## src/rtl/mem_port_ctrl_pkg.sv

```systemverilog
// Shared types for the memory port controller: FSM states, access opcodes
// and the timeout counter width.
package mem_port_ctrl_pkg;

    localparam int unsigned TO_W = 8;

    typedef enum logic [2:0] {
        ST_IDLE     = 3'd0,
        ST_REQ      = 3'd1,
        ST_WAIT_RSP = 3'd2,
        ST_DONE     = 3'd3,
        ST_ERR      = 3'd4
    } state_e;

    typedef enum logic [1:0] {
        OP_NONE     = 2'b00,
        OP_READ     = 2'b01,
        OP_WRITE    = 2'b10,
        OP_CONFLICT = 2'b11
    } mem_op_e;

    function automatic mem_op_e decode_op(input logic rd, input logic wr);
        mem_op_e op;
        case ({wr, rd})
            2'b01:   op = OP_READ;
            2'b10:   op = OP_WRITE;
            2'b11:   op = OP_CONFLICT;
            default: op = OP_NONE;
        endcase
        return op;
    endfunction

endpackage

```

## src/rtl/mem_timeout_cnt.sv

```systemverilog
// Access timeout counter: cleared when a request starts, counts every active
// cycle and flags expiry once TIMEOUT_CYCLES active cycles have elapsed.
module mem_timeout_cnt
    import mem_port_ctrl_pkg::*;
#(
    parameter int unsigned TIMEOUT_CYCLES = 255
) (
    input  logic clk,
    input  logic reset,
    input  logic clr,
    input  logic en,
    output logic expired
);

    logic [TO_W-1:0] cnt_q;
    logic [TO_W-1:0] cnt_d;

    // Next count: clear has priority over counting.
    always_comb begin
        cnt_d = cnt_q;
        if (clr) begin
            cnt_d = {TO_W{1'b0}};
        end else if (en) begin
            cnt_d = cnt_q + TO_W'(1);
        end else begin
            cnt_d = cnt_q;
        end
    end

    // Counter register.
    always_ff @(posedge clk or negedge reset) begin
        if (!reset) begin
            cnt_q <= {TO_W{1'b0}};
        end else begin
            cnt_q <= cnt_d;
        end
    end

    // This cycle is the last one allowed, so the next edge must leave.
    assign expired = en && (cnt_q >= TO_W'(TIMEOUT_CYCLES - 32'd1));

endmodule

```

## src/rtl/mem_port_ctrl.sv

```systemverilog
// Multicycle-CPU memory port controller: latches a read/write access and runs
// a valid/ready request plus response handshake. Optional MEM_MISALIGN_CHECK_EN
// traps word-misaligned addresses.
module mem_port_ctrl
    import mem_port_ctrl_pkg::*;
#(
    parameter int unsigned DATA_WIDTH     = 32,
    parameter int unsigned TIMEOUT_CYCLES = 255
) (
    input  logic                  clk,
    input  logic                  reset,
    input  logic                  mem_read,
    input  logic                  mem_write,
    input  logic                  i_or_d,
    input  logic [DATA_WIDTH-1:0] pc,
    input  logic [DATA_WIDTH-1:0] alu_out,
    input  logic [DATA_WIDTH-1:0] write_data,
    output logic                  req_valid,
    input  logic                  req_ready,
    output logic                  req_we,
    output logic [DATA_WIDTH-1:0] req_addr,
    output logic [DATA_WIDTH-1:0] req_wdata,
    input  logic                  rsp_valid,
    input  logic [DATA_WIDTH-1:0] rsp_rdata,
    output logic [DATA_WIDTH-1:0] mdr,
    output logic                  mem_done,
    output logic                  busy,
    output logic                  mem_err
);

    state_e                state_q, state_d;
    logic [DATA_WIDTH-1:0] addr_q, addr_d;
    logic [DATA_WIDTH-1:0] wdata_q, wdata_d;
    logic                  we_q, we_d;
    logic [DATA_WIDTH-1:0] mdr_q, mdr_d;
    logic                  req_valid_q, req_valid_d;
    logic                  busy_q, busy_d;
    logic                  done_q, done_d;
    logic                  err_q, err_d;

    logic [DATA_WIDTH-1:0] lat_addr_s;
    logic                  misalign_s;
    mem_op_e               op_s;
    logic                  tmo_clr_s;
    logic                  tmo_en_s;
    logic                  tmo_exp_s;

    mem_timeout_cnt #(
        .TIMEOUT_CYCLES(TIMEOUT_CYCLES)
    ) u_timeout (
        .clk    (clk),
        .reset  (reset),
        .clr    (tmo_clr_s),
        .en     (tmo_en_s),
        .expired(tmo_exp_s)
    );

    // Next-state, latch and registered-output decode.
    always_comb begin
        state_d    = state_q;
        addr_d     = addr_q;
        wdata_d    = wdata_q;
        we_d       = we_q;
        mdr_d      = mdr_q;
        lat_addr_s = i_or_d ? alu_out : pc;
        op_s       = decode_op(mem_read, mem_write);
`ifdef MEM_MISALIGN_CHECK_EN
        misalign_s = (lat_addr_s[1:0] != 2'b00);
`else
        misalign_s = 1'b0;
`endif
        case (state_q)
            ST_IDLE: begin
                case (op_s)
                    OP_READ, OP_WRITE: begin
                        addr_d  = lat_addr_s;
                        wdata_d = write_data;
                        we_d    = (op_s == OP_WRITE);
                        if (misalign_s) begin
                            state_d = ST_ERR;
                        end else begin
                            state_d = ST_REQ;
                        end
                    end
                    OP_CONFLICT: state_d = ST_ERR;
                    default:     state_d = ST_IDLE;
                endcase
            end
            ST_REQ: begin
                if (req_ready) begin
                    state_d = ST_WAIT_RSP;
                end else if (tmo_exp_s) begin
                    state_d = ST_ERR;
                end else begin
                    state_d = ST_REQ;
                end
            end
            ST_WAIT_RSP: begin
                // A response arriving on the expiry cycle still completes.
                if (rsp_valid) begin
                    state_d = ST_DONE;
                    if (!we_q) begin
                        mdr_d = rsp_rdata;
                    end else begin
                        mdr_d = mdr_q;
                    end
                end else if (tmo_exp_s) begin
                    state_d = ST_ERR;
                end else begin
                    state_d = ST_WAIT_RSP;
                end
            end
            ST_DONE: state_d = ST_IDLE;
            ST_ERR:  state_d = ST_ERR;
            default: state_d = ST_IDLE;
        endcase

        req_valid_d = (state_d == ST_REQ);
        busy_d      = (state_d == ST_REQ) || (state_d == ST_WAIT_RSP);
        done_d      = (state_d == ST_DONE);
        err_d       = (state_d == ST_ERR);
        tmo_clr_s   = (state_q == ST_IDLE) && (state_d == ST_REQ);
        tmo_en_s    = (state_q == ST_REQ) || (state_q == ST_WAIT_RSP);
    end

    // State, latched request and output registers.
    always_ff @(posedge clk or negedge reset) begin
        if (!reset) begin
            state_q     <= ST_IDLE;
            addr_q      <= {DATA_WIDTH{1'b0}};
            wdata_q     <= {DATA_WIDTH{1'b0}};
            we_q        <= 1'b0;
            mdr_q       <= {DATA_WIDTH{1'b0}};
            req_valid_q <= 1'b0;
            busy_q      <= 1'b0;
            done_q      <= 1'b0;
            err_q       <= 1'b0;
        end else begin
            state_q     <= state_d;
            addr_q      <= addr_d;
            wdata_q     <= wdata_d;
            we_q        <= we_d;
            mdr_q       <= mdr_d;
            req_valid_q <= req_valid_d;
            busy_q      <= busy_d;
            done_q      <= done_d;
            err_q       <= err_d;
        end
    end

    assign req_valid = req_valid_q;
    assign req_we    = we_q;
    assign req_addr  = addr_q;
    assign req_wdata = wdata_q;
    assign mdr       = mdr_q;
    assign mem_done  = done_q;
    assign busy      = busy_q;
    assign mem_err   = err_q;

endmodule

```

## config.mk

```make
export PLATFORM = sky130hd
export DESIGN_NAME = mem_port_ctrl
export DESIGN_NICKNAME = d
export VERILOG_FILES = /design/src/rtl/mem_port_ctrl_pkg.sv /design/src/rtl/mem_timeout_cnt.sv /design/src/rtl/mem_port_ctrl.sv
export SDC_FILE = /design/constraint.sdc
export NUM_CORES = 1
export LEC_CHECK = 0
export CAP_MARGIN = 5
export CORE_ASPECT_RATIO = 0.9
export CORE_MARGIN = 4
export CORE_UTILIZATION = 43
export DETAILED_ROUTE_END_ITERATION = 12
export PLACE_DENSITY_LB_ADDON = 0.25
export REMOVE_ABC_BUFFERS = 1
export SYNTH_ARGS = -nofsm -noshare
export SYNTH_HDL_FRONTEND = slang
export SYNTH_SLANG_ARGS = --single-unit
```

## constraint.sdc

```tcl
create_clock -name clk -period 4.6 [get_ports clk]
set_clock_uncertainty 0.05 [all_clocks]
set_input_delay 0.92 -clock clk [delete_from_list [all_inputs] [get_ports clk]]
set_output_delay 0.92 -clock clk [all_outputs]
set_load 0.03 [all_outputs]
```

==> results by group <==
Power and ir drop
  • NetSw: 2.190 mW
  • Internal power: 3.126 mW
  • VDD IR-drop max: 0.0003818 V
  • Sequential Power Share: 32.5%
  • P_leak: 3.135 nW
  • Net Sw Frac: 41.19%
  • Clock power frac: 14.8%
  • Power share of the combinational group: 52.7%
  • Pwr/cell area: 716.2 nW/um^2

Timing
  • Max Clock Freq: 369.3 MHz
  • Period Utilization, post-route: 58.87%
  • Relative slew slack: 37.79%
  • Fin. Hold Viols: 0
  • Worst Tran Pin Value: 0.9331 ns
  • RSZ-0062 raised after global routing: false
  • Setup violations, final: 0
  • Max Slew Vio Count: 0
  • Setup total negative slack: 0 ns
  • Min cycle time layout: 2.708 ns

GRT
  • Most used routing layer: met2
  • M2 GR Usage: 34.51%
  • GR Util met3: 10.13%
  • Initial antenna violation count: 0
  • GR Util All Layers: 20.45%
  • GRT overflow: 0
  • Met1 Use GR: 23.13%
  • Vias in the first global route: 3910
  • First-pass GRT wire length: 20580 um
  • Largest net degree at the start of global routing: 98

Synthesis
  • #FFs+latches synth: 112
  • Asr flop ratio synth: 100.0%
  • Netlist cell types: 36
  • Synth Cell Area: 4681 um^2
  • YS warnings: 0
  • Post-Syn Area per Cell: 13.04 um^2
  • Sequential share of the synthesized area: 59.88%
  • Ys flop type: dfrtp_1
  • Post-Synthesis Cells: 359
  • EDFF count, synth: 0

Placement
  • DP HPWL: 10020 um
  • Gpl congestion: 0.7748
  • Area post-placement: 7118 um^2
  • Port buffer count: 235

Floorplanning
  • Initial Utilization: 44.91%
  • Die X: 118.0 um
  • Die height: 107.0 um
  • Core area: 10420 um^2
  • Ports: 236
  • Cell Rows: 35
  • Total die area: 12620 um^2

Clock network
  • Clock slew at reported path FFs: 0.07 ns
  • Setup bufs post-CTS: 0
  • Clock sink total: 112
  • CTS tree: yes
  • CTS Hold Bufs: 0
  • Clk Latency, worst-skew pair: 0.33 ns
  • CTS max path bufs: 2
  • Clock buffer count from CTS: 9
  • Post_cts resized: 0
  • H-Tree Depth: 3
  • Root buffer cell: clkbuf_16

Finish
  • Ant diodes: 0
  • Commonest non-fill, non-tap cell in the layout: clkdlybuf4s50_1
  • Layout cells sized above 1: 9.781%
  • Layout Utilization: 71.21%
  • Multi-input gate area: 1744 um^2
  • Most frequent cells in the layout: clkdlybuf4s50_1, dfrtp_1, nor2_1
  • Nets: 727
  • Fill cell count: 760
  • Layout overhead on the synthesized area: 58.57%
  • Fin area: 7422 um^2
  • Reg area: 2803 um^2

Critical path
  • CP Class: input port to flop
  • Reg2reg end: mdr[1]$_DFFE_PN0P_
  • Critical Path Start Type: input port
  • Largest delay share family, worst path: buffers and inverters
  • RR Startpoint: state_q[0]$_DFF_PN0_
  • CP cell instances: clkdlybuf4s50_1 -> inv_1 -> ha_1 -> nor4_4 -> buf_12 -> mux2_1
  • Crit. End Element: flop
  • Crit Path Max Fanout: 97
  • FF-to-FF setup slack: 2.31 ns
  • Worst path arrival time: 2.87 ns
  • Worst R2R Path Depth: 4
  • Worst setup path startpoint: mem_read
  • Slowest cell on the critical path: clkdlybuf4s50_1
  • Buf/Inv on CP: 3
  • WP data required: 4.76 ns
  • Crit path largest cell delay: 0.49 ns

Hold path
  • HP Class: input port to asynchronous set/reset pin

Detailed routing
  • Post-route ant nets: 0
  • Post-DR wirelength/cell: 17.66 um
  • DRC errors left: 0
  • Via-to-Cell Ratio: 5.054
  • DR iter-0 viols: 156
  • Via count: 3649
  • First-pass DRT Iterations: 6
  • Drt total wl: 12750 um

Job
  • Max-cap violations: 0

Status
  • Status: completed
power by group through the flow:
stage | Sequential, mW | Combinational (mW) | Clock, mW
floorplan | 2.60 | 0.699 | 0
detailed placement | 1.75 | 2.82 | 0
global route | 1.80 | 2.97 | 0.858
finish | 1.73 | 2.80 | 0.788
CTS | 1.73 | 2.83 | 0.814
global placement | 1.72 | 2.77 | 0
flip-flops by register name, indices dropped and copies added (netlist names):
name             count
req_addr            32
state_q              3
mem_err              1
u_timeout.cnt_q      8
mdr                 32
mem_done             1
req_valid            1
req_we               1
req_wdata           32
busy                 1
cell type report:
cell class | count | share of cell area, %
Tap cell | 129 | 2.175
Inverter | 8 | 0.4046
Sequential cell | 112 | 37.76
Timing Repair Buffer | 238 | 32.06
Multi-Input combinational cell | 219 | 23.50
Clock inverter | 6 | 1.011
Clock buffer | 10 | 3.085
how the worst max path moves through the flow:
stage                           endpoint  slack [ns]  cells after the start
2_1_floorplan  req_wdata[13]$_DFFE_PN0P_        0.11                      4
3_3_place_gp   req_wdata[13]$_DFFE_PN0P_        1.59                      6
3_5_place_dp    req_wdata[1]$_DFFE_PN0P_        1.54                      6
4_1_cts        req_wdata[23]$_DFFE_PN0P_        1.89                      6
5_1_grt        req_wdata[24]$_DFFE_PN0P_        1.82                      6
6_report       req_wdata[24]$_DFFE_PN0P_        1.89                      6
kinds of logic after synthesis:
family                     after synthesis  share of synthesized area, %
AOI/OAI and AO/OA                       45                         5.159
xor gates and xnor gates                 7                         1.470
adders and majority gates                4                         1.069
buffers and inverters                   28                         2.860
DFF                                    112                         59.88
muxes                                   97                         22.48
and+or+nand+nor                         66                         7.084
cells in the mapped netlist, drive strengths merged, types with 2 or more instances:
cell type | number | share of area, %
nor4b | 3 | 0.69
a21oi | 35 | 3.7
dfrtp | 112 | 60
xnor2 | 7 | 1.5
or3 | 2 | 0.27
mux2i | 32 | 6.8
nand2 | 2 | 0.16
mux2 | 65 | 16
buf | 14 | 1.7
inv | 8 | 0.64
clkbuf | 6 | 0.48
ha | 4 | 1.1
or2 | 2 | 0.27
nor4 | 2 | 0.59
a31oi | 2 | 0.27
nand3 | 4 | 0.43
o21ai | 3 | 0.32
nor2 | 44 | 3.7
nor3b | 2 | 0.32
metrics by stage:
stage                     instances  setup slack (ns)  hold slack (ns)  power, mW
final                           722             1.892           0.3160      5.316
after global routing            722             1.823           0.2980      5.630
after CTS                       722             1.886           0.3053      5.382
after detailed placement        706             1.538           0.4237      4.572
after global placement          706             1.588           0.4187      4.488
after floorplan                 339            0.1148           0.4605      3.296
per-layer routing:
metal  vias to the layer above  part of all wire (%)
li1                       1704                     -
met1                      1768                    38
met2                       162                    49
met3                        15                    11
met4                         0                   1.6
met5                         -                     0
Power figures use the tool's default switching activity.
==> variant: new RTL, config.mk and constraints unchanged <==
The output `mem_err` loses its register stage (`err_q` becomes a continuous assignment).
--- a/src/rtl/mem_port_ctrl.sv
+++ b/src/rtl/mem_port_ctrl.sv
@@ -134,7 +134,6 @@
             req_valid_q <= 1'b0;
             busy_q      <= 1'b0;
             done_q      <= 1'b0;
-            err_q       <= 1'b0;
         end else begin
             state_q     <= state_d;
             addr_q      <= addr_d;
@@ -144,9 +143,10 @@
             req_valid_q <= req_valid_d;
             busy_q      <= busy_d;
             done_q      <= done_d;
-            err_q       <= err_d;
         end
     end
+
+    assign err_q = err_d;
 
     assign req_valid = req_valid_q;
     assign req_we    = we_q;
Function: changed (Yosys sat finds a counterexample within 4 cycles, from zero or initial values and one cycle with reset low).
==> variant against the original RTL <==
Cell area shrank 0.67%; critical endpoint is now mem_err; sequential share of layout area is 0.083 points lower; via count down 2.6%; sequential cell count shrank 1; area after synthesis fell by 0.53%; hold slack better by 120 ps; die area is 0.50% lower; clock power fell by 9.4%; global-route usage shrank 0.52 points; critical path type is now primary input to output pin; routed wire length is 0.27% lower; setup slack worse by 1300 ps; fmax shrank 32%; largest power group unchanged; total power decreased by 1.5%; synthesized cell count fell by 0.28%.
==> variant: results (changes against the original RTL) <==
[metrics] path category of the worst min-delay check: register to register (was primary input to asynchronous set/reset pin)
[metrics] weighted congestion reported at the end of routability-driven placement: 0.7939 (was 0.7748)
[metrics] worst-margin pin slew: 907.7 ps (was 933.1 ps)
[metrics] per-cell routed wire length: 17.59 um (was 17.66 um)
[metrics] Fill cells: 752 (was 760)
[metrics] post-synthesis share of cell area spent on full adders, half adders and majority gates: 1.075% (was 1.069%)
[metrics] total placed cells including tap cells: 707 (was 706)
[metrics] Crit path largest cell delay: 590 ps (was 490 ps)
[metrics] reg-to-reg setup timing slack: 2270 ps (was 2310 ps)
[metrics] ratio of cells with drive above 1 in the final layout: 10.10% (was 9.781%)
[metrics] commonest cells in the netlist: sky130_fd_sc_hd__dfrtp_1 (111), sky130_fd_sc_hd__nor2_1 (43), sky130_fd_sc_hd__a21oi_1 (35) (was sky130_fd_sc_hd__dfrtp_1 (112), sky130_fd_sc_hd__nor2_1 (43), sky130_fd_sc_hd__a21oi_1 (35))
[metrics] Crit Reg-Reg Endpoint: mdr[30]$_DFFE_PN0P_ (was mdr[1]$_DFFE_PN0P_)
[metrics] wire length of the first global-routing pass: 20120 um (was 20580 um)
[metrics] IR Drop Worst-Case VDD: 0.3833 mV (was 0.3818 mV)
[metrics] combined global-route utilization of all metal layers: 19.93% (was 20.45%)
[metrics] fraction of the mapped netlist area in compound gates: 5.187% (was 5.159%)
[metrics] total half-perimeter wirelength after legalization and detailed placement: 10180 um (was 10020 um)
[metrics] met3 track utilization from global routing: 8.333% (was 10.13%)
[metrics] portion of netlist area occupied by mux cells: 22.60% (was 22.48%)
[metrics] met2 capacity usage during global routing: 36.15% (was 34.51%)
[metrics] post-synthesis share of cell area spent on xor and xnor gates: 1.478% (was 1.470%)
[metrics] violation count after the first detailed-route iteration: 102 (was 156)
[metrics] # nets final: 728 (was 727)
[metrics] Post-Place Setup Slack: 638.1 ps (was 1538 ps)
[metrics] drt pass-1 iters: 4 (was 6)
[metrics] outcome: finished, final reports clean (unchanged)
[metrics] cell area after placement: 7096 um^2 (was 7118 um^2)
[metrics] sequential fraction of the synthesis area: 59.66% (was 59.88%)
[metrics] Via Count: 3555 (was 3649)
==> variant: worst max-delay path by stage <==
stage               slack, ps  startpoint  depth (start not counted)                   endpoint
floorplan                 110    mem_read                          4  req_wdata[13]$_DFFE_PN0P_
global placement          670    mem_read                          7                    mem_err
detailed placement        640    mem_read                          7                    mem_err
CTS                       630    mem_read                          7                    mem_err
global route              550    mem_read                          7                    mem_err
finish                    630    mem_read                          7                    mem_err
==> variant: logic make-up (layout without fill, tap and decap cells) <==
| family | after synthesis | count (layout) |
|---|---|---|
| flip-flops | 111 | 111 |
| multiplexers | 97 | 97 |
| buffers and inverters | 28 | 264 |
| AO/OA/AOI/OAI | 45 | 45 |
| AND/OR/NAND/NOR | 66 | 66 |
| XOR/XNOR | 7 | 7 |
| adder cells (fa/ha/maj) | 4 | 4 |
==> variant: where the power goes <==
group	total [W]	internal, W	switching [W]
sequential	0.00172	0.00144	0.000274
combinational	0.00280	0.00124	0.00156
clock	0.000714	0.000382	0.000333
total	0.00523	0.00306	0.00217
==> variant: per-stage QoR <==
step / power, W / util (%)
finish: 0.005235 / 70.73
CTS: 0.005297 / 70.73
floorplan: 0.003284 / -
global placement: 0.004478 / 68.08
global route: 0.005535 / 70.73
detailed placement: 0.004570 / 68.08
==> variant: area by class of cell <==
cell class / count / area [um^2] / area share (%)
flip-flops and latches: 111 / 2778 / 37.68
repair buffers: 240 / 2382 / 32.31
clock inverters: 5 / 33.78 / 0.4582
inverters: 8 / 30.03 / 0.4073
well taps: 129 / 161.4 / 2.189
multi-input cells: 219 / 1744 / 23.66
clock buffers: 11 / 242.7 / 3.293
==> variant: per-layer routing <==
layer	share of wire (%)	up-vias
li1	-	1697
met5	0	-
met1	38	1698
met2	51	152
met3	10	8
met4	0.74	0
